===== src/rtl/polirv_pkg.sv =====
// Shared core constants and types.
// Fetch-side widths, PC step and prefetch FSM states.
package polirv_pkg;

  localparam int INST_W   = 32;
  localparam int PC_INC   = 4;
  localparam int RESET_PC = 0;

  typedef enum logic [1:0] {
    FETCH = 2'd0,
    HOLD  = 2'd1,
    DRAIN = 2'd2
  } pf_state_e;

endpackage


===== src/rtl/if_fifo.sv =====
// Synchronous FIFO with flush.
// Head word reads as zero whenever the FIFO is empty.
module if_fifo #(
  parameter int width = 32,
  parameter int depth = 4
) (
  input  logic                     clk,
  input  logic                     rst_n,
  input  logic                     flush_i,
  input  logic                     push_i,
  input  logic [width-1:0]         data_i,
  input  logic                     pop_i,
  output logic                     valid_o,
  output logic [width-1:0]         data_o,
  output logic [$clog2(depth):0]   count_o
);

  localparam int PW = $clog2(depth);
  localparam int CW = PW + 1;

  logic [width-1:0] mem_q [depth];
  logic [PW-1:0]    wr_q, rd_q;
  logic [CW-1:0]    cnt_q;

  always_ff @(posedge clk or negedge rst_n) begin
    if (!rst_n) begin
      wr_q  <= '0;
      rd_q  <= '0;
      cnt_q <= '0;
    end else if (flush_i) begin
      wr_q  <= '0;
      rd_q  <= '0;
      cnt_q <= '0;
    end else begin
      if (push_i) wr_q <= wr_q + PW'(1);
      if (pop_i)  rd_q <= rd_q + PW'(1);
      cnt_q <= cnt_q + CW'(push_i) - CW'(pop_i);
    end
  end

  // Storage needs no reset: reads are masked while empty.
  always_ff @(posedge clk) begin
    if (push_i) mem_q[wr_q] <= data_i;
  end

  assign valid_o = (cnt_q != '0);
  assign data_o  = valid_o ? mem_q[rd_q] : '0;
  assign count_o = cnt_q;

endmodule


===== src/rtl/if_prefetch.sv =====
// Instruction prefetcher: one outstanding fetch feeding a small buffer.
// Redirects flush the buffer; an in-flight response is drained and dropped.
module if_prefetch
  import polirv_pkg::*;
#(
  parameter int i_addr_bits = 6,
  parameter int depth       = 4,
  parameter int reset_pc    = RESET_PC
) (
  input  logic                   clk,
  input  logic                   rst_n,
  output logic                   i_mem_req,
  output logic [i_addr_bits-1:0] i_mem_addr,
  input  logic                   i_mem_ack,
  input  logic [INST_W-1:0]      i_mem_data,
  input  logic                   redirect,
  input  logic [i_addr_bits-1:0] redirect_pc,
  output logic                   inst_valid,
  input  logic                   inst_ready,
  output logic [INST_W-1:0]      inst_data,
  output logic [i_addr_bits-1:0] inst_pc
);

  localparam int AW = i_addr_bits;
  localparam int CW = $clog2(depth) + 1;
  localparam int OW = CW + 1;
  localparam int EW = INST_W + AW;
  localparam logic [AW-1:0] PC0 = AW'(reset_pc);
  localparam logic [AW-1:0] INC = AW'(PC_INC);

  pf_state_e     state_q, state_d;
  logic          req_q, req_d;
  logic [AW-1:0] addr_q, addr_d;
  logic [AW-1:0] tgt_q, tgt_d;

  logic          ack_ok, push, pop, space;
  logic [CW-1:0] count;
  logic [OW-1:0] occ_nxt;
  logic [EW-1:0] head;

  assign ack_ok  = req_q & i_mem_ack;
  assign push    = ack_ok & (state_q == FETCH) & ~redirect;
  assign pop     = inst_valid & inst_ready & ~redirect;
  assign occ_nxt = redirect ? '0
                 : {1'b0, count} + OW'(push) - OW'(pop);
  assign space   = occ_nxt < OW'(depth);

  always_ff @(posedge clk or negedge rst_n) begin
    if (!rst_n) begin
      state_q <= FETCH;
      req_q   <= 1'b0;
      addr_q  <= PC0;
      tgt_q   <= PC0;
    end else begin
      state_q <= state_d;
      req_q   <= req_d;
      addr_q  <= addr_d;
      tgt_q   <= tgt_d;
    end
  end

  always_comb begin
    state_d = state_q;
    if (redirect) begin
      state_d = (req_q & ~i_mem_ack) ? DRAIN : FETCH;
    end else begin
      unique case (state_q)
        FETCH:   if (ack_ok & ~space) state_d = HOLD;
        HOLD:    if (space) state_d = FETCH;
        DRAIN:   if (ack_ok) state_d = FETCH;
        default: state_d = FETCH;
      endcase
    end
  end

  // Request line and address; req_q low in FETCH only right after reset.
  always_comb begin
    req_d  = req_q;
    addr_d = addr_q;
    tgt_d  = tgt_q;
    if (redirect) begin
      if (req_q & ~i_mem_ack) begin
        tgt_d = redirect_pc;
      end else begin
        addr_d = redirect_pc;
        req_d  = 1'b1;
      end
    end else begin
      unique case (state_q)
        FETCH: begin
          if (ack_ok) begin
            addr_d = addr_q + INC;
            req_d  = space;
          end else if (!req_q) begin
            req_d = space;
          end
        end
        HOLD:  req_d = space;
        DRAIN: begin
          if (ack_ok) begin
            addr_d = tgt_q;
            req_d  = 1'b1;
          end
        end
        default: req_d = 1'b0;
      endcase
    end
  end

  if_fifo #(
    .width (EW),
    .depth (depth)
  ) u_fifo (
    .clk     (clk),
    .rst_n   (rst_n),
    .flush_i (redirect),
    .push_i  (push),
    .data_i  ({i_mem_data, addr_q}),
    .pop_i   (pop),
    .valid_o (inst_valid),
    .data_o  (head),
    .count_o (count)
  );

  assign i_mem_req  = req_q;
  assign i_mem_addr = addr_q;
  assign inst_data  = head[EW-1:AW];
  assign inst_pc    = head[AW-1:0];

endmodule

===== config.mk =====
export PLATFORM = sky130hd
export DESIGN_NAME = if_prefetch
export DESIGN_NICKNAME = d
export VERILOG_FILES = /design/src/rtl/polirv_pkg.sv /design/src/rtl/if_fifo.sv /design/src/rtl/if_prefetch.sv
export SDC_FILE = /design/constraint.sdc
export NUM_CORES = 1
export LEC_CHECK = 0
export ABC_CLOCK_PERIOD_IN_PS = 3300
export BUFFER_PORTS_ARGS = -buffer_cell sky130_fd_sc_hd__buf_2
export CAP_MARGIN = 40
export CORE_ASPECT_RATIO = 1.4
export CORE_MARGIN = 5
export CORE_UTILIZATION = 58
export DETAILED_ROUTE_END_ITERATION = 8
export MAX_ROUTING_LAYER = met4
export PLACE_DENSITY = 0.83
export SYNTH_ARGS = -nofsm -noshare
export SYNTH_HDL_FRONTEND = slang
export SYNTH_HIERARCHICAL = 1
export SYNTH_SLANG_ARGS = --single-unit
export TNS_END_PERCENT = 30

===== constraint.sdc =====
create_clock -name clk -period 3.3 [get_ports clk]
set_input_delay 0.66 -clock clk [delete_from_list [all_inputs] [get_ports clk]]
set_output_delay 0.66 -clock clk [all_outputs]
set_load 0.02 [all_outputs]

Word-level counts from Yosys, hierarchy flattened

Memory sizes are Yosys's and may differ from the RTL's.
Index checks and enable logic that the tools add are counted.

Magnitude comparators: 1
Mux-type cells: 26
Reductions and logical operators: 9
Bitwise gates (word level): 10
$add $sub $neg: 7
Equality and inequality tests: 7

Operator list:

| kind                  | number |
|---|---|
| $mux W38              | 1 |
| $mux W6               | 4 |
| $mux W2               | 9 |
| $pmux W6 S2           | 1 |
| $ne A3 B3 Y1 const B  | 3 |
| $and A1 B1 Y1         | 7 |
| $mux W1               | 7 |
| $add A6 B3 Y6 const B | 1 |
| $pmux W2 S3           | 1 |
| $reduce_bool A3 Y1    | 2 |
| $add A2 B1 Y2 const B | 2 |
| $add A3 B1 Y4         | 1 |
| $lt A4 B3 Y1 const B  | 1 |
| $mux W4               | 1 |
| $reduce_and A2 Y1     | 2 |
| $reduce_and A4 Y1     | 1 |
| $reduce_bool A2 Y1    | 2 |
| $sub A4 B1 Y4         | 1 |
| $add A3 B1 Y3         | 1 |
| $mux W3               | 1 |
| $ne A3 B2 Y1 const B  | 1 |
| $not A1 Y1            | 3 |
| $pmux W1 S3           | 1 |
| $reduce_and A3 Y1     | 1 |
| other kinds (5)       | 5 |

Memories kept: 1
Output and inout port bits: 46
Register bits: 22
RAM bits: 152

Memories:

| name         | depth | width | read ports | clocked after Yosys merged registers in | write ports | RTL line      | text |
|---|---|---|---|---|---|---|---|
| u_fifo.mem_q | 4     | 38    | 1          | 0                                       | 1           | if_fifo.sv:21 | `logic [width-1:0] mem_q [depth];` |

Logic depth before layout (Yosys ltp)

Depth in word-level cells: 12
Gate-level depth with buffers: 11

Hierarchy

The synthesis kept the hierarchy.

Modules (own cells, without submodules):

| module      | cells an instance | area each (sq um) | sequential area each (sq um) | instances |
|---|---|---|---|---|
| if_fifo     | 278               | 6204.7            | 4739.5                       | 1 |
| if_prefetch | 96                | 914.6             | 375.4                        | 1 |

Least setup slack after synthesis

Ideal clock, no wire load.

Path kind: in2reg
Start: input redirect
End: register req_q, in the netlist i_mem_req
Arrival time: 2444 ps
Stages on the path: 9
Path slack: 787 ps
Cell sequence: buf_2 > buf_1 > nor2_1 > ha_1 > inv_1 > ha_1 > a41oi_2 > or4b_1 > nand3_1

RTL lines:

| item                 | RTL line          | text |
|---|---|---|
| from (decl)          | if_prefetch.sv:16 | `input logic redirect,` |
| $not A1 Y1 *         | if_prefetch.sv:43 | `assign pop = inst_valid & inst_ready & ~redirect;` |
| $and A1 B1 Y1 *      | if_prefetch.sv:43 |  |
| net pop              | if_prefetch.sv:36 | `logic ack_ok, push, pop, space;` |
| $sub A4 B1 Y4 *      | if_prefetch.sv:45 | `: {1'b0, count} + OW'(push) - OW'(pop);` |
| $mux W4 *            | if_prefetch.sv:44 | `assign occ_nxt = redirect ? '0` |
| $lt A4 B3 Y1 *       | if_prefetch.sv:46 | `assign space = occ_nxt < OW'(depth);` |
| $mux W1              | if_prefetch.sv:94 | `end else if (!req_q) begin` |
| $mux W1              | if_prefetch.sv:91 | `if (ack_ok) begin` |
| $pmux W1 S3 *        | if_prefetch.sv:89 | `unique case (state_q)` |
| $mux W1 *            | if_prefetch.sv:81 | `if (redirect) begin` |
| to (signal assigned) | if_prefetch.sv:56 | `req_q <= req_d;` |
| to (decl)            | if_prefetch.sv:32 | `logic req_q, req_d;` |

The timed path passes the listed nets; every way through them passes the cells marked *.
A chain may end at the register's enable or synchronous reset.

Worst setup path after layout

Start: register u_fifo.rd_q[1]
End: output inst_data[30]

Longest elaborated chain between the ends: 2

RTL lines:

| item                   | RTL line          | text |
|---|---|---|
| from (decl)            | if_fifo.sv:22     | `logic [PW-1:0] wr_q, rd_q;` |
| from (signal assigned) | if_fifo.sv:36     | `if (pop_i) rd_q <= rd_q + PW'(1);` |
| $mem_v2 Z4 W38         | --                |  |
| $mux W38               | if_fifo.sv:47     | `assign data_o = valid_o ? mem_q[rd_q] : '0;` |
| to (decl)              | if_prefetch.sv:20 | `output logic [INST_W-1:0] inst_data,` |

Every way passes these cells.

==> impl_metrics.py <==
metrics = {
    "sta": {
        "max_freq_ghz": 0.351,
        "period_minus_slack_ps": 2850,
        "maxSlewHeadroom_pct": 59.8,
        "rsz0062_at_grt": "false",
        "setup_tns_ps": 0,
        "finClkSkew_ps": 5.76,
        "worst_pin_slew_ps": 603,
        "setup_violations": 0,
        "drv_slew": 0,
        "finalHoldViolations": 0,
        "fin_crit_sh_pct": 86.4,
    },
    "critical_path": {
        "cp_slowest_cell": "dfrtp_2",
        "cp-start-kind": "register",
        "r2r-start": "u_fifo/count_o[1]$_DFF_PN0_",
        "crit_start": "u_fifo/rd_q[1]$_DFFE_PN0P_",
        "rr_worst_depth": 10,
        "cp-endpoint": "inst_data[30]",
        "crit_path_max_incr_delay_ps": 580,
        "critPathRequiredTime_ps": 2640,
        "worst_ep_arrival_time_ps": 2190,
        "path_class": "register to primary output",
        "ff2ff_setup_slack_ps": 960,
        "cp.depth": 4,
        "critPathMaxFanout": 28,
        "cpLargestDelayFamily": "buffers and inverters",
        "reg2reg_to": "u_fifo/count_o[2]$_DFF_PN0_",
        "worstPathCellList": "buf_4 > mux4_2 > and2_1 > buf_2",
        "critical_path.endpoint_type": "primary output",
        "cp_num_buf_inv": 2,
    },
    "power_and_ir_drop": {
        "totalPowerFinal_mw": 6.48,
        "powerDensity_mw_per_mm2": 779,
        "p_leak_nw": 3.01,
        "p_int_mw": 4.57,
        "comb_power_share_pct": 25.6,
        "ir_drop_uv": 458,
        "swShare_pct": 29.4,
        "pwr-share-clk_pct": 31.6,
        "p_seq_share_pct": 42.8,
        "switchingPower_mw": 1.91,
    },
    "cells_and_area": {
        "syn_to_final_growth_pct": 16.9,
        "drive_above_1_share_pct": 37.2,
        "fin_nets": 528,
        "final_util_pct": 68.3,
    },
    "die": {
        "die_h_microns": 141,
        "start_util_pct": 58.4,
        "rows": 48,
        "pin_count": 89,
        "die_area_sq_mm": 0.0146,
        "die_w_microns": 104,
        "fp.coreArea_sq_mm": 0.0122,
    },
    "clocking": {
        "clockRootBuffer": "clkbuf_16",
        "clockBufferDepth": 2,
        "tritoncts": "done",
        "clk_pin_slew_ps": 60,
        "clock_latency_ps": 410,
        "hold_buffers": 0,
        "cts_setup_buffers": 0,
        "ctsResizeCount": 0,
        "ctsHtreeMaxLevel": 4,
        "cts.sinks": 174,
        "cts_buffers": 17,
    },
    "global_routing": {
        "gr-total-overflow": 0,
        "grt_pass1_vias": 3946,
        "antenna_found_initial": 2,
        "grt.total_usage_pct": 19.4,
        "grt_pass1_wl_mm": 21.0,
        "grt_start_max_net_pins": 40,
    },
    "routing": {
        "vias_per_cell": 5.68,
        "drtPass1Iterations": 5,
        "wirelength_mm": 13.1,
        "final_antenna_net_count": 0,
        "drc": 0,
        "drt_iter0_drc": 241,
        "num_vias": 3632,
        "wire_per_inst_microns": 20.4,
    },
    "logic_synthesis": {
        "synth.avg_cell_area_sq_um": 19.0,
        "ys_ff_latch": 174,
        "async_reset_ff_share_pct": 12.6,
        "syn_area_sq_mm": 0.00712,
        "yosysMostFrequentCell": "edfxtp_1",
        "yosysUniqueCellTypes": 39,
        "synth_top_cell_area_share_pct": 64.1,
        "yosys_warnings": 6,
        "synth_top_area_cell": "edfxtp_1",
        "synth_seq_area_share_pct": 71.8,
        "synth_area_leaders": "edfxtp_1 64%, mux4_2 12%, dfrtp_1 7.7%",
        "synth_edf_count": 152,
        "synth-main-ff-cell": "edfxtp_1",
        "syn-num-nets": 428,
        "ys_top_cells_by_count": "152 x edfxtp_1, 44 x and2_1, 37 x mux4_2",
        "synthCells": 374,
    },
    "flow_run": {
        "maxCapViolations": 0,
    },
    "status": {
        "status": "completed",
    },
    "place": {
        "place.gp.congestion": 0.791,
        "portBuffers": 88,
        "dp_hpwl_mm": 8.36,
    },
    "worst_hold_path": {
        "hp-class": "primary input to async pin",
    },
}
## flip-flops by register name, summed over array words and instances, names as in the netlist
signal and flops:
u_fifo/mem_q 152, i_mem_req 1, u_fifo/count_o 3, u_fifo/wr_q 2, u_fifo/rd_q 2, tgt_q 6
state_q 2, i_mem_addr 6
## area by class of cell
cell class                 instances  area [sq um]
fill                             777          3870
multi-input combinational        170          1820
clock inverter                    15           196
tap                              150           188
sequential                       174          5120
inverter                          14          52.6
antenna                            2          5.00
clock buffer                      17           425
timing repair buffer              97           520
## cells by family (layout without fill, tap and decap cells)
kind of cell / count (synthesis) / after routing / share of synthesized area (%)
fa+ha+maj: 11 / 11 / 2.04
other cells: 0 / 2 / 0
buf+inv: 30 / 143 / 2.69
mux: 48 / 48 / 13.6
compound gates: 29 / 29 / 2.69
simple gates: 77 / 77 / 6.33
flops: 174 / 174 / 71.8
xor+xnor: 5 / 5 / 0.808
## power by group through the flow
stage	clock network, mW	registers (mW)	logic, mW
6_report	2.05	2.78	1.66
5_1_grt	2.20	2.80	1.81
4_1_cts	2.08	2.78	1.69
3_5_place_dp	0	2.82	1.67
3_3_place_gp	0	2.80	1.64
2_1_floorplan	0	2.82	1.16
## cells in the final DEF (no fill, tap or decap), drive strengths merged
cell / instances
a211oi: 3
bufinv: 4
mux4: 38
a41oi: 1
or4b: 1
ha: 10
nand3: 1
nand3b: 2
inv: 14
edfxtp: 152
o21a: 3
a21oi: 6
o211ai: 1
clkinvlp: 3
clkbuf: 17
diode: 2
mux2i: 3
a22oi: 1
xnor2: 4
a211o: 1
fa: 1
nor2b: 5
nor3: 3
nand2: 5
a21bo: 1
nand2b: 3
o21ai: 7
or3: 1
and2: 44
dfrtp: 22
and4: 1
nor2: 11
buf: 97
o22ai: 3
xnor3: 1
mux2: 7
a31oi: 2
clkinv: 8
## metal layers
layer | wire length [microns] | vias up | global-route usage, %
met1 | 5160 | 1855 | 23.2
met2 | 7110 | 104 | 32.6
met3 | 570 | 15 | 4.31
met4 | 212 | 0 | 6.70
li1 | - | 1658 | -
met5 | 0 | - | -
## worst min path at each step
stage	startpoint	endpoint	slack, ps	cells past startpoint
final	rst_n	tgt_q[2]$_DFFE_PN0P_	200	1
after global routing	rst_n	u_fifo/wr_q[0]$_DFFE_PN0P_	230	1
after CTS	rst_n	state_q[1]$_DFFE_PN0P_	210	1
after detailed placement	tgt_q[2]$_DFFE_PN0P_	tgt_q[2]$_DFFE_PN0P_	490	1
after global placement	tgt_q[5]$_DFFE_PN0P_	tgt_q[5]$_DFFE_PN0P_	490	1
after floorplan	rst_n	i_mem_addr[0]$_DFFE_PN0P_	360	0
## stage by stage
stage          worst slack, ps  hold slack (ps)  instances  instance area [sq um]
6_report                   450              204        639                   8320
5_1_grt                    375              231        639                   8320
4_1_cts                    429              211        637                   8320
3_5_place_dp               649              493        605                   7700
3_3_place_gp               743              490        605                   7700
2_1_floorplan              787              364        374                   7120
Note: power is estimated with default switching activity, not from simulation.
